<file path="src/rtl/chr_sram_loader_pkg.sv">
// Shared types and default image geometry for the CHR boot loader.
// Purpose: state encoding plus default flash base and CHR word count.
// Ports: none (package only).
package nes_loader_pkg;

  typedef enum logic [2:0] {
    S_IDLE,
    S_RD_LO,
    S_RD_HI,
    S_SETUP,
    S_WE,
    S_HOLD,
    S_DONE
  } loader_state_t;

  // Flash byte address of CHR byte 0.
  localparam logic [22:0] CHR_FL_BASE = 23'h400000;
  // 8 KB of CHR packed as 16-bit words.
  localparam int unsigned CHR_WORDS   = 4096;

endpackage

</file>
<file path="src/rtl/chr_sram_loader.sv">
// Purpose: boot-time copy of the CHR image from 8-bit NOR flash into 16-bit async SRAM.
// Latency: o_busy rises the edge after i_start; 2*FL_WAIT+WE_CYC+2 cycles per word.
// Backpressure: none; i_start is ignored while busy, the copy runs at a fixed rate.
//
// Ports:
//   clk, rst            clock and asynchronous active-high reset
//   i_start             start pulse, honoured only in IDLE or DONE
//   o_busy, o_done      copy in progress / sticky completion flag
//   o_fl_*, i_fl_dq     flash address, chip/output enables, read data
//   o_sram_*            SRAM word address, write data, tristate enable, controls
module chr_sram_loader
  import nes_loader_pkg::*;
#(
  parameter logic [22:0] FL_BASE   = CHR_FL_BASE,
  parameter logic [19:0] SRAM_BASE = 20'h00000,
  parameter int unsigned LEN_WORDS = CHR_WORDS,
  parameter int unsigned FL_WAIT   = 5,
  parameter int unsigned WE_CYC    = 2
) (
  input  logic        clk,
  input  logic        rst,
  input  logic        i_start,
  output logic        o_busy,
  output logic        o_done,
  output logic [22:0] o_fl_addr,
  output logic        o_fl_ce_n,
  output logic        o_fl_oe_n,
  input  logic [7:0]  i_fl_dq,
  output logic [19:0] o_sram_addr,
  output logic [15:0] o_sram_dq,
  output logic        o_sram_dq_oe,
  output logic        o_sram_ce_n,
  output logic        o_sram_we_n,
  output logic        o_sram_oe_n,
  output logic        o_sram_lb_n,
  output logic        o_sram_ub_n
);

  localparam logic [19:0] LAST_IDX = 20'(LEN_WORDS - 1);
  localparam logic [15:0] FL_LAST  = 16'(FL_WAIT - 1);
  localparam logic [15:0] WE_LAST  = 16'(WE_CYC - 1);

  loader_state_t state_q;
  logic [19:0]   idx_q;
  logic [15:0]   cnt_q;
  logic [7:0]    lo_q;
  logic          busy_q;
  logic          done_q;
  logic [22:0]   fl_addr_q;
  logic          fl_ce_n_q;
  logic          fl_oe_n_q;
  logic [19:0]   sram_addr_q;
  logic [15:0]   sram_dq_q;
  logic          dq_oe_q;
  logic          sram_ce_n_q;
  logic          we_n_q;
  logic          bytes_n_q;

  logic [19:0]   idx_inc;
  logic [22:0]   fl_next_addr;

  assign idx_inc      = idx_q + 20'd1;
  // Low byte of word idx+1 lives at FL_BASE + 2*(idx+1), wrapping at 23 bits.
  assign fl_next_addr = FL_BASE + {2'b00, idx_inc, 1'b0};

  always_ff @(posedge clk or posedge rst) begin
    if (rst) begin
      state_q     <= S_IDLE;
      idx_q       <= 20'd0;
      cnt_q       <= 16'd0;
      lo_q        <= 8'd0;
      busy_q      <= 1'b0;
      done_q      <= 1'b0;
      fl_addr_q   <= 23'd0;
      fl_ce_n_q   <= 1'b1;
      fl_oe_n_q   <= 1'b1;
      sram_addr_q <= 20'd0;
      sram_dq_q   <= 16'd0;
      dq_oe_q     <= 1'b0;
      sram_ce_n_q <= 1'b1;
      we_n_q      <= 1'b1;
      bytes_n_q   <= 1'b1;
    end else begin
      case (state_q)
        S_IDLE, S_DONE: begin
          if (i_start) begin
            done_q    <= 1'b0;
            busy_q    <= 1'b1;
            idx_q     <= 20'd0;
            cnt_q     <= 16'd0;
            fl_addr_q <= FL_BASE;
            fl_ce_n_q <= 1'b0;
            fl_oe_n_q <= 1'b0;
            state_q   <= S_RD_LO;
          end
        end
        S_RD_LO: begin
          if (cnt_q == FL_LAST) begin
            lo_q      <= i_fl_dq;
            cnt_q     <= 16'd0;
            fl_addr_q <= fl_addr_q + 23'd1;
            state_q   <= S_RD_HI;
          end else begin
            cnt_q <= cnt_q + 16'd1;
          end
        end
        S_RD_HI: begin
          if (cnt_q == FL_LAST) begin
            // Flash is released in the same edge the SRAM bus is driven, so the
            // two drivers never overlap.
            sram_dq_q   <= {i_fl_dq, lo_q};
            sram_addr_q <= SRAM_BASE + idx_q;
            fl_ce_n_q   <= 1'b1;
            fl_oe_n_q   <= 1'b1;
            dq_oe_q     <= 1'b1;
            sram_ce_n_q <= 1'b0;
            bytes_n_q   <= 1'b0;
            cnt_q       <= 16'd0;
            state_q     <= S_SETUP;
          end else begin
            cnt_q <= cnt_q + 16'd1;
          end
        end
        S_SETUP: begin
          we_n_q  <= 1'b0;
          cnt_q   <= 16'd0;
          state_q <= S_WE;
        end
        S_WE: begin
          if (cnt_q == WE_LAST) begin
            we_n_q  <= 1'b1;
            state_q <= S_HOLD;
          end else begin
            cnt_q <= cnt_q + 16'd1;
          end
        end
        S_HOLD: begin
          dq_oe_q     <= 1'b0;
          sram_ce_n_q <= 1'b1;
          bytes_n_q   <= 1'b1;
          if (idx_q == LAST_IDX) begin
            done_q  <= 1'b1;
            busy_q  <= 1'b0;
            state_q <= S_DONE;
          end else begin
            idx_q     <= idx_inc;
            cnt_q     <= 16'd0;
            fl_addr_q <= fl_next_addr;
            fl_ce_n_q <= 1'b0;
            fl_oe_n_q <= 1'b0;
            state_q   <= S_RD_LO;
          end
        end
        default: state_q <= S_IDLE;
      endcase
    end
  end

  assign o_busy       = busy_q;
  assign o_done       = done_q;
  assign o_fl_addr    = fl_addr_q;
  assign o_fl_ce_n    = fl_ce_n_q;
  assign o_fl_oe_n    = fl_oe_n_q;
  assign o_sram_addr  = sram_addr_q;
  assign o_sram_dq    = sram_dq_q;
  assign o_sram_dq_oe = dq_oe_q;
  assign o_sram_ce_n  = sram_ce_n_q;
  assign o_sram_we_n  = we_n_q;
  assign o_sram_oe_n  = 1'b1;  // this block only ever writes the SRAM
  assign o_sram_lb_n  = bytes_n_q;
  assign o_sram_ub_n  = bytes_n_q;

endmodule

</file>
<file path="config.mk">
export PLATFORM = sky130hd
export DESIGN_NAME = chr_sram_loader
export DESIGN_NICKNAME = d
export VERILOG_FILES = /design/src/rtl/chr_sram_loader_pkg.sv /design/src/rtl/chr_sram_loader.sv
export SDC_FILE = /design/constraint.sdc
export NUM_CORES = 1
export LEC_CHECK = 0
export BUFFER_PORTS_ARGS = -buffer_cell sky130_fd_sc_hd__buf_2
export CAP_MARGIN = 30
export CORE_MARGIN = 2
export CORE_UTILIZATION = 30
export CTS_CLUSTER_DIAMETER = 120
export CTS_CLUSTER_SIZE = 8
export DETAILED_ROUTE_END_ITERATION = 8
export PLACE_DENSITY_LB_ADDON = 0.3
export SLEW_MARGIN = 20
export SYNTH_ARGS = -nofsm -noshare
export SYNTH_HDL_FRONTEND = slang
export SYNTH_SLANG_ARGS = --single-unit
</file>
<file path="constraint.sdc">
create_clock -name clk -period 3.2 [get_ports clk]
set_input_delay 0.32 -clock clk [delete_from_list [all_inputs] [get_ports clk]]
set_output_delay 0.32 -clock clk [all_outputs]
set_load 0.1 [all_outputs]
</file>
==> metrics, run 1 <==
synthesized area per cell=10.1 µm²; # IOs=80; period utilization=0.827; vias per inst=5.22; fin crit period=2650 ps; Post-Syn Area=5680 µm²; Mapped Cells=564; dpl cells=855; register area share after synthesis=0.494; Clk network pwr share=0.211; initial antenna violation count=0; number of cell rows=50; PortBufs=78; post-synth net total=580; Worst-path clk slew=80 ps; DR WL/cell=17.1 µm; Congestion Overflow GR=0; P&R area growth vs syn=16.8%; Initial Utilization=0.305; Final Max Tran Viols=0; hold_sp=i_fl_dq[4]; latest clock arrival within the worst-skew pair=360 ps; yosys warns=0; total detailed-routing wirelength=14.9 mm; final setup vio count=0; Synth Area in Compound Gates=0.132; Worst R2R Start=state_q[0]; post-route insts no fill=873; critical path arrival=2890 ps; pin count of the biggest net entering global routing=54; Layout Nets=650; drt drc=0; Clock Sinks=112; ANT cells=0; Internal Power=2820 µW; TritonCTS Buffers=9; Yosys top cell area share=0.480; ys flop type=dfrtp_1; Slew headroom=0.531; share of cells above drive strength 1=0.250; Post-DRT Antenna Nets=0; Worst setup SP type=register; Post-Synth Simple-Gate Area=0.208; TritonCTS clock tree=built; post-layout util=0.356; MaxCap Viol Count=0; mux contribution to synthesized area=0.0713; Max clock buf depth=2; H-Tree Depth=3; Sequential Power Share=0.338; #FFs+latches synth=112; drt pass-1 iters=4; Slew @ Worst Pin=699 ps; via count=4555; xor/xnor share of the synthesized area=0.0432; NetSw=2840 µW; status=finished clean; Root Driver=clkbuf_16; Hold Vio Cnt, Final=0; Critical Path End Type=register; TNS Setup=0 ps; leakage=0.00319 µW; switching share of power=0.502; Core ar.=18600 µm²; post_cts resized=0; Final Wtd Congestion=0.864; First DRT Iteration DRCs=265; largest cells by area after synthesis=dfrtp_1, mux2_2, nand2_1; number of global-route vias before repair=4484; IR drop worst, VDD=0.306 mV; ys async rst share=1.00; first-pass GRT wire length=24.3 mm; synth unique cells=66; Worst Skew=12.3 ps; crit-path max FO=13; Max Fclk=378 MHz; CP Class=reg2reg; number of synthesized flops with an enable pin=0; worst hold path class=in2reg; dpl hpwl=10.6 mm; RSZ-0062 raised after global routing=false; P per Cell Area=852 nW/µm²; Comb pwr share=0.451; area leader, netlist=dfrtp_1; largest family of logic cells by synthesized area=simple AND/OR/NAND/NOR gates; Overall Global Routing Usage=0.152; Die X=142 µm; Die Ht=142 µm; die area=20100 µm²; adder-cell share of the synthesized area=0.0110; Critical path origin=state_q[0]; Worst Path Required=3440 ps
-- metal layers --
layer  vias up  track usage  wire length (µm)
met4         0       0.0505               295
met2        92        0.244              7080
li1       2158            -                 -
met1      2282        0.206              6980
met3        23       0.0327               539
met5         -            0                 0
-- power groups by stage --
stage | logic [µW] | registers (µW) | clock network (µW)
after floorplan | 1020 | 2930 | 0
after global placement | 2510 | 1920 | 0
after detailed placement | 2550 | 1940 | 0
after CTS | 2550 | 1910 | 1220
after global routing | 2720 | 1960 | 1280
final | 2550 | 1910 | 1190
-- cells by family after synthesis --
group | count (synthesis)
XOR/XNOR | 28
AND/OR/NAND/NOR | 224
adder cells (fa/ha/maj) | 5
other | 1
AO/OA/AOI/OAI | 116
buffers and inverters | 42
multiplexers | 36
flip-flops | 112
-- Yosys cell counts (3+ instances only) --
master / instances
o311ai_0: 3
nand2b_1: 6
inv_1: 10
nor4_2: 3
xor2_1: 12
nor3_1: 11
a22o_1: 3
dfstp_2: 3
a31oi_1: 8
or3_1: 5
o21ai_0: 44
buf_4: 5
o22ai_1: 3
a21boi_0: 3
clkbuf_1: 6
and4_1: 5
dfrtp_1: 109
nor4_1: 4
buf_6: 4
nand3_1: 23
nor2_1: 34
mux2_1: 4
o211ai_1: 3
and3_1: 18
xnor2_1: 16
and2_1: 7
nand4_1: 11
mux2_2: 32
a21o_1: 6
nand2_1: 77
buf_2: 16
a21oi_1: 16
o31ai_1: 8
ha_1: 5
-- cell type report --
class,instances,area [µm²]
clock buffers,10,239
clock inverters,6,72.6
fillers,1858,12000
inverters,10,41.3
multi-input cells,410,2660
flip-flops and latches,112,2810
well taps,234,293
repair buffers,91,528
-- registers in the layout (all words and copies together), names as in the netlist --
signal	cells
cnt_q	16
idx_q	20
lo_q	8
o_busy	1
o_done	1
o_fl_addr	23
o_fl_oe_n	1
o_sram_addr	20
o_sram_dq	16
o_sram_dq_oe	1
o_sram_lb_n	1
o_sram_we_n	1
state_q	3
-- path summary, 6_finish.rpt --
path | to | slack, ps | cells after the start
worst min-delay path | lo_q[4] | 170 | 3
worst max register to register | o_fl_addr[15] | 550 | 6
worst max-delay path | o_fl_addr[15] | 550 | 6
min in group asynchronous | o_sram_addr[4] | 420 | 3
max in group asynchronous | o_sram_dq[5] | 2070 | 5
worst min register to register | lo_q[6] | 470 | 2
-- placed cells by master (no fill, tap or decap), types with 7 or more instances in the layout --
cell type / netlist / routed
xnor2_1: 16 / 16
a31oi_1: 8 / 8
nor3_1: 11 / 11
nand2_1: 77 / 77
nor2_1: 34 / 34
buf_2: 16 / 78
nand3_1: 23 / 23
buf_4: 5 / 9
and2_1: 7 / 7
mux2_2: 32 / 32
dfrtp_1: 109 / 109
inv_1: 10 / 9
clkbuf_16: 0 / 9
xor2_1: 12 / 12
o31ai_1: 8 / 8
and3_1: 18 / 18
o21ai_0: 44 / 44
a21oi_1: 16 / 16
nand4_1: 11 / 11
-- worst max-delay path, cell delays in order (launching register included) --
cell and delay, ps:
dfrtp_1 620, nand2b_1 260, nor2_2 450, nand4_2 440, nand2_2 290, a21boi_0 120, or3_1 360
-- timing repair --
item | 4_1_cts | 5_1_grt
hold endpoints to repair | 0 | 2
hold buffers | 0 | 1
setup buffers | 0 | 0
-- through the flow --
stage	cell area, µm²	hold WS [ps]	worst slack (ps)	total power (µW)
6_report	6640	174	553	5650
5_1_grt	6640	179	304	5960
4_1_cts	6610	158	572	5680
3_5_place_dp	6290	451	630	4480
3_3_place_gp	6290	448	635	4430
2_1_floorplan	5690	432	680	3950
(Power assumes the default switching activity.)
==> run 2, diff against run 1 <==
Clock period 3.2 ns to 2.6 ns, I/O delays scaled along.
==> metrics, run 2 (synthesis results as in run 1) <==
WL met1=6.91 mm (-1.1%); worst hold stages=3 (unchanged); post-route insts no fill=881 (+0.92%); Clock Sinks=112 (unchanged); Initial Utilization=0.305 (unchanged); DR WL met3=594 µm (+10%); Worst Reg-to-Reg Cells=8 (+2); TritonCTS clock tree=built; Root Driver=clkbuf_16; vias per inst=5.23 (+0.16%); RSZ-0062 raised after global routing=false; First DRT Iteration DRCs=251 (-5.3%); Cell Chain, Critical Path=inv_1 > ha_1 > and4bb_1 > nand4_2 > o21ai_1 > nand2_1 > nand2_2 > a32o_1; Final Wtd Congestion=0.832 (-3.8%); Overall Global Routing Usage=0.153 (+0.000923); IR drop worst, VDD=0.444 mV (+45%); TNS Setup=0 ps (unchanged); Layout Nets=658 (+1.2%); fin crit period=2380 ps (-267 ps); H-Tree Depth=3 (unchanged); WHS Endpoint=lo_q[0]; DR WL/cell=17.1 µm (+0.27%); Slew headroom=0.565 (+0.0345); Max Fclk=420 MHz (+11%); Core ar.=18600 µm² (unchanged); final setup vio count=0 (unchanged); CP Class=reg2reg; Hold Vio Cnt, Final=0 (unchanged); number of global-route vias before repair=4493 (+0.20%); TritonCTS Buffers=9 (unchanged); status=finished clean; r2r endpoint=state_q[0]; metal2 WL=7.17 mm (+1.2%); Critical Path End Type=register; initial antenna violation count=0 (unchanged); number of cell rows=50 (unchanged); Die X=142 µm (unchanged); Worst R2R Start=cnt_q[0]; critical path arrival=2670 ps (-220 ps); Worst-path clk slew=80 ps (about the same); P&R area growth vs syn=17.4%; worst hold path class=in2reg; worst reg2reg setup slack=220 ps (-330 ps); share of cells above drive strength 1=0.260 (+0.00927); Slew @ Worst Pin=650 ps (-48.9 ps); Critical-path top delay cell=o21ai_1; via count=4604 (+1.1%); MaxCap Viol Count=0 (unchanged); commonest non-fill, non-tap cell in the layout=dfrtp_1; ANT cells=0 (unchanged); crit-path max FO=9 (-4); post_cts resized=0 (unchanged); pin count of the biggest net entering global routing=52 (-3.7%); dpl cells=864 (+1.1%); latest clock arrival within the worst-skew pair=360 ps (about the same); dpl hpwl=10.9 mm (+2.6%); drt drc=0 (unchanged); period utilization=0.915 (+0.0880); Worst setup SP type=register; die area=20100 µm² (unchanged); PortBufs=78 (unchanged); first-pass GRT wire length=24.2 mm (-0.51%); Die Ht=142 µm (unchanged); total detailed-routing wirelength=15.1 mm (+1.2%); Worst Skew=13.4 ps (+1.06 ps); leakage=0.00321 µW (+0.68%); commonest non-fill, non-tap cells in the layout=dfrtp_1, buf_2, nand2_1; Max clock buf depth=2 (unchanged); # IOs=80 (unchanged); number of flip-flops in the largest register=23 (unchanged); Worst Path Required=2890 ps (-550 ps); top layer in use=met4; Congestion Overflow GR=0 (unchanged); Post-DRT Antenna Nets=0 (unchanged); hold_sp=i_fl_dq[0]; slowest stage delay, CP=470 ps (-150 ps); Final Max Tran Viols=0 (unchanged); drt pass-1 iters=5 (+1); P per Cell Area=1040 nW/µm² (+22%)
[run 2: cell types whose count changed in the layout (fill, tap and decap cells not counted)]
cell and delta:
bufinv_16 -1, clkinv_4 -1, buf_4 +8, clkbuf_8 -1, inv_6 -1, clkinvlp_4 +2, inv_8 +2
[run 2: worst max path at each step]
stage,start,endpoint,slack (ps),cells past startpoint
6_report,cnt_q[0],state_q[0],220,8
2_1_floorplan,o_fl_addr[2],o_fl_addr[19],80,7
4_1_cts,cnt_q[12],state_q[0],260,6
3_5_place_dp,cnt_q[12],state_q[0],280,6
3_3_place_gp,cnt_q[0],state_q[0],310,8
5_1_grt,cnt_q[0],cnt_q[9],20,8
[run 2: critical path: cells and delay by family, from the launching register on]
kind / cells / cell delay [ps]
and+or+nand+nor: 4 / 860
DFF: 1 / 430
AOI/OAI and AO/OA: 2 / 670
adders and majority gates: 1 / 230
buffers and inverters: 1 / 120
[run 2: repair_timing]
item	CTS	global route
buffers inserted	0	0
hold endpoints to repair	8	0
hold buffers	1	0
[run 2: routing by layer]
| layer | GRT usage | up-vias |
|---|---|---|
| met5 | 0 | - |
| met4 | 0.0616 | 0 |
| met3 | 0.0321 | 20 |
| met2 | 0.246 | 114 |
| met1 | 0.203 | 2293 |
| li1 | - | 2177 |
[run 2: layout make-up]
class,instances,area [µm²]
multi-input cells,410,2660
fillers,1900,12000
well taps,234,293
inverters,10,41.3
flip-flops and latches,112,2810
clock buffers,9,225
clock inverters,7,62.6
repair buffers,99,588
[run 2: per-stage QoR]
stage	setup WS [ps]	cell area [µm²]	power (µW)	util	hold WS, ps
global placement	313	6370	5540	0.342	380
global route	17.1	6670	7320	0.358	108
CTS	261	6670	6990	0.358	97.4
floorplan	79.9	5690	4860	-	372
finish	221	6670	6940	0.358	114
detailed placement	284	6370	5590	0.342	386
[run 2: power breakdown]
| group | internal, µW | switching, µW | leakage [µW] |
|---|---|---|---|
| registers | 2040 | 264 | 0.00151 |
| clock network | 674 | 709 | 0.000138 |
| logic | 689 | 2560 | 0.00157 |
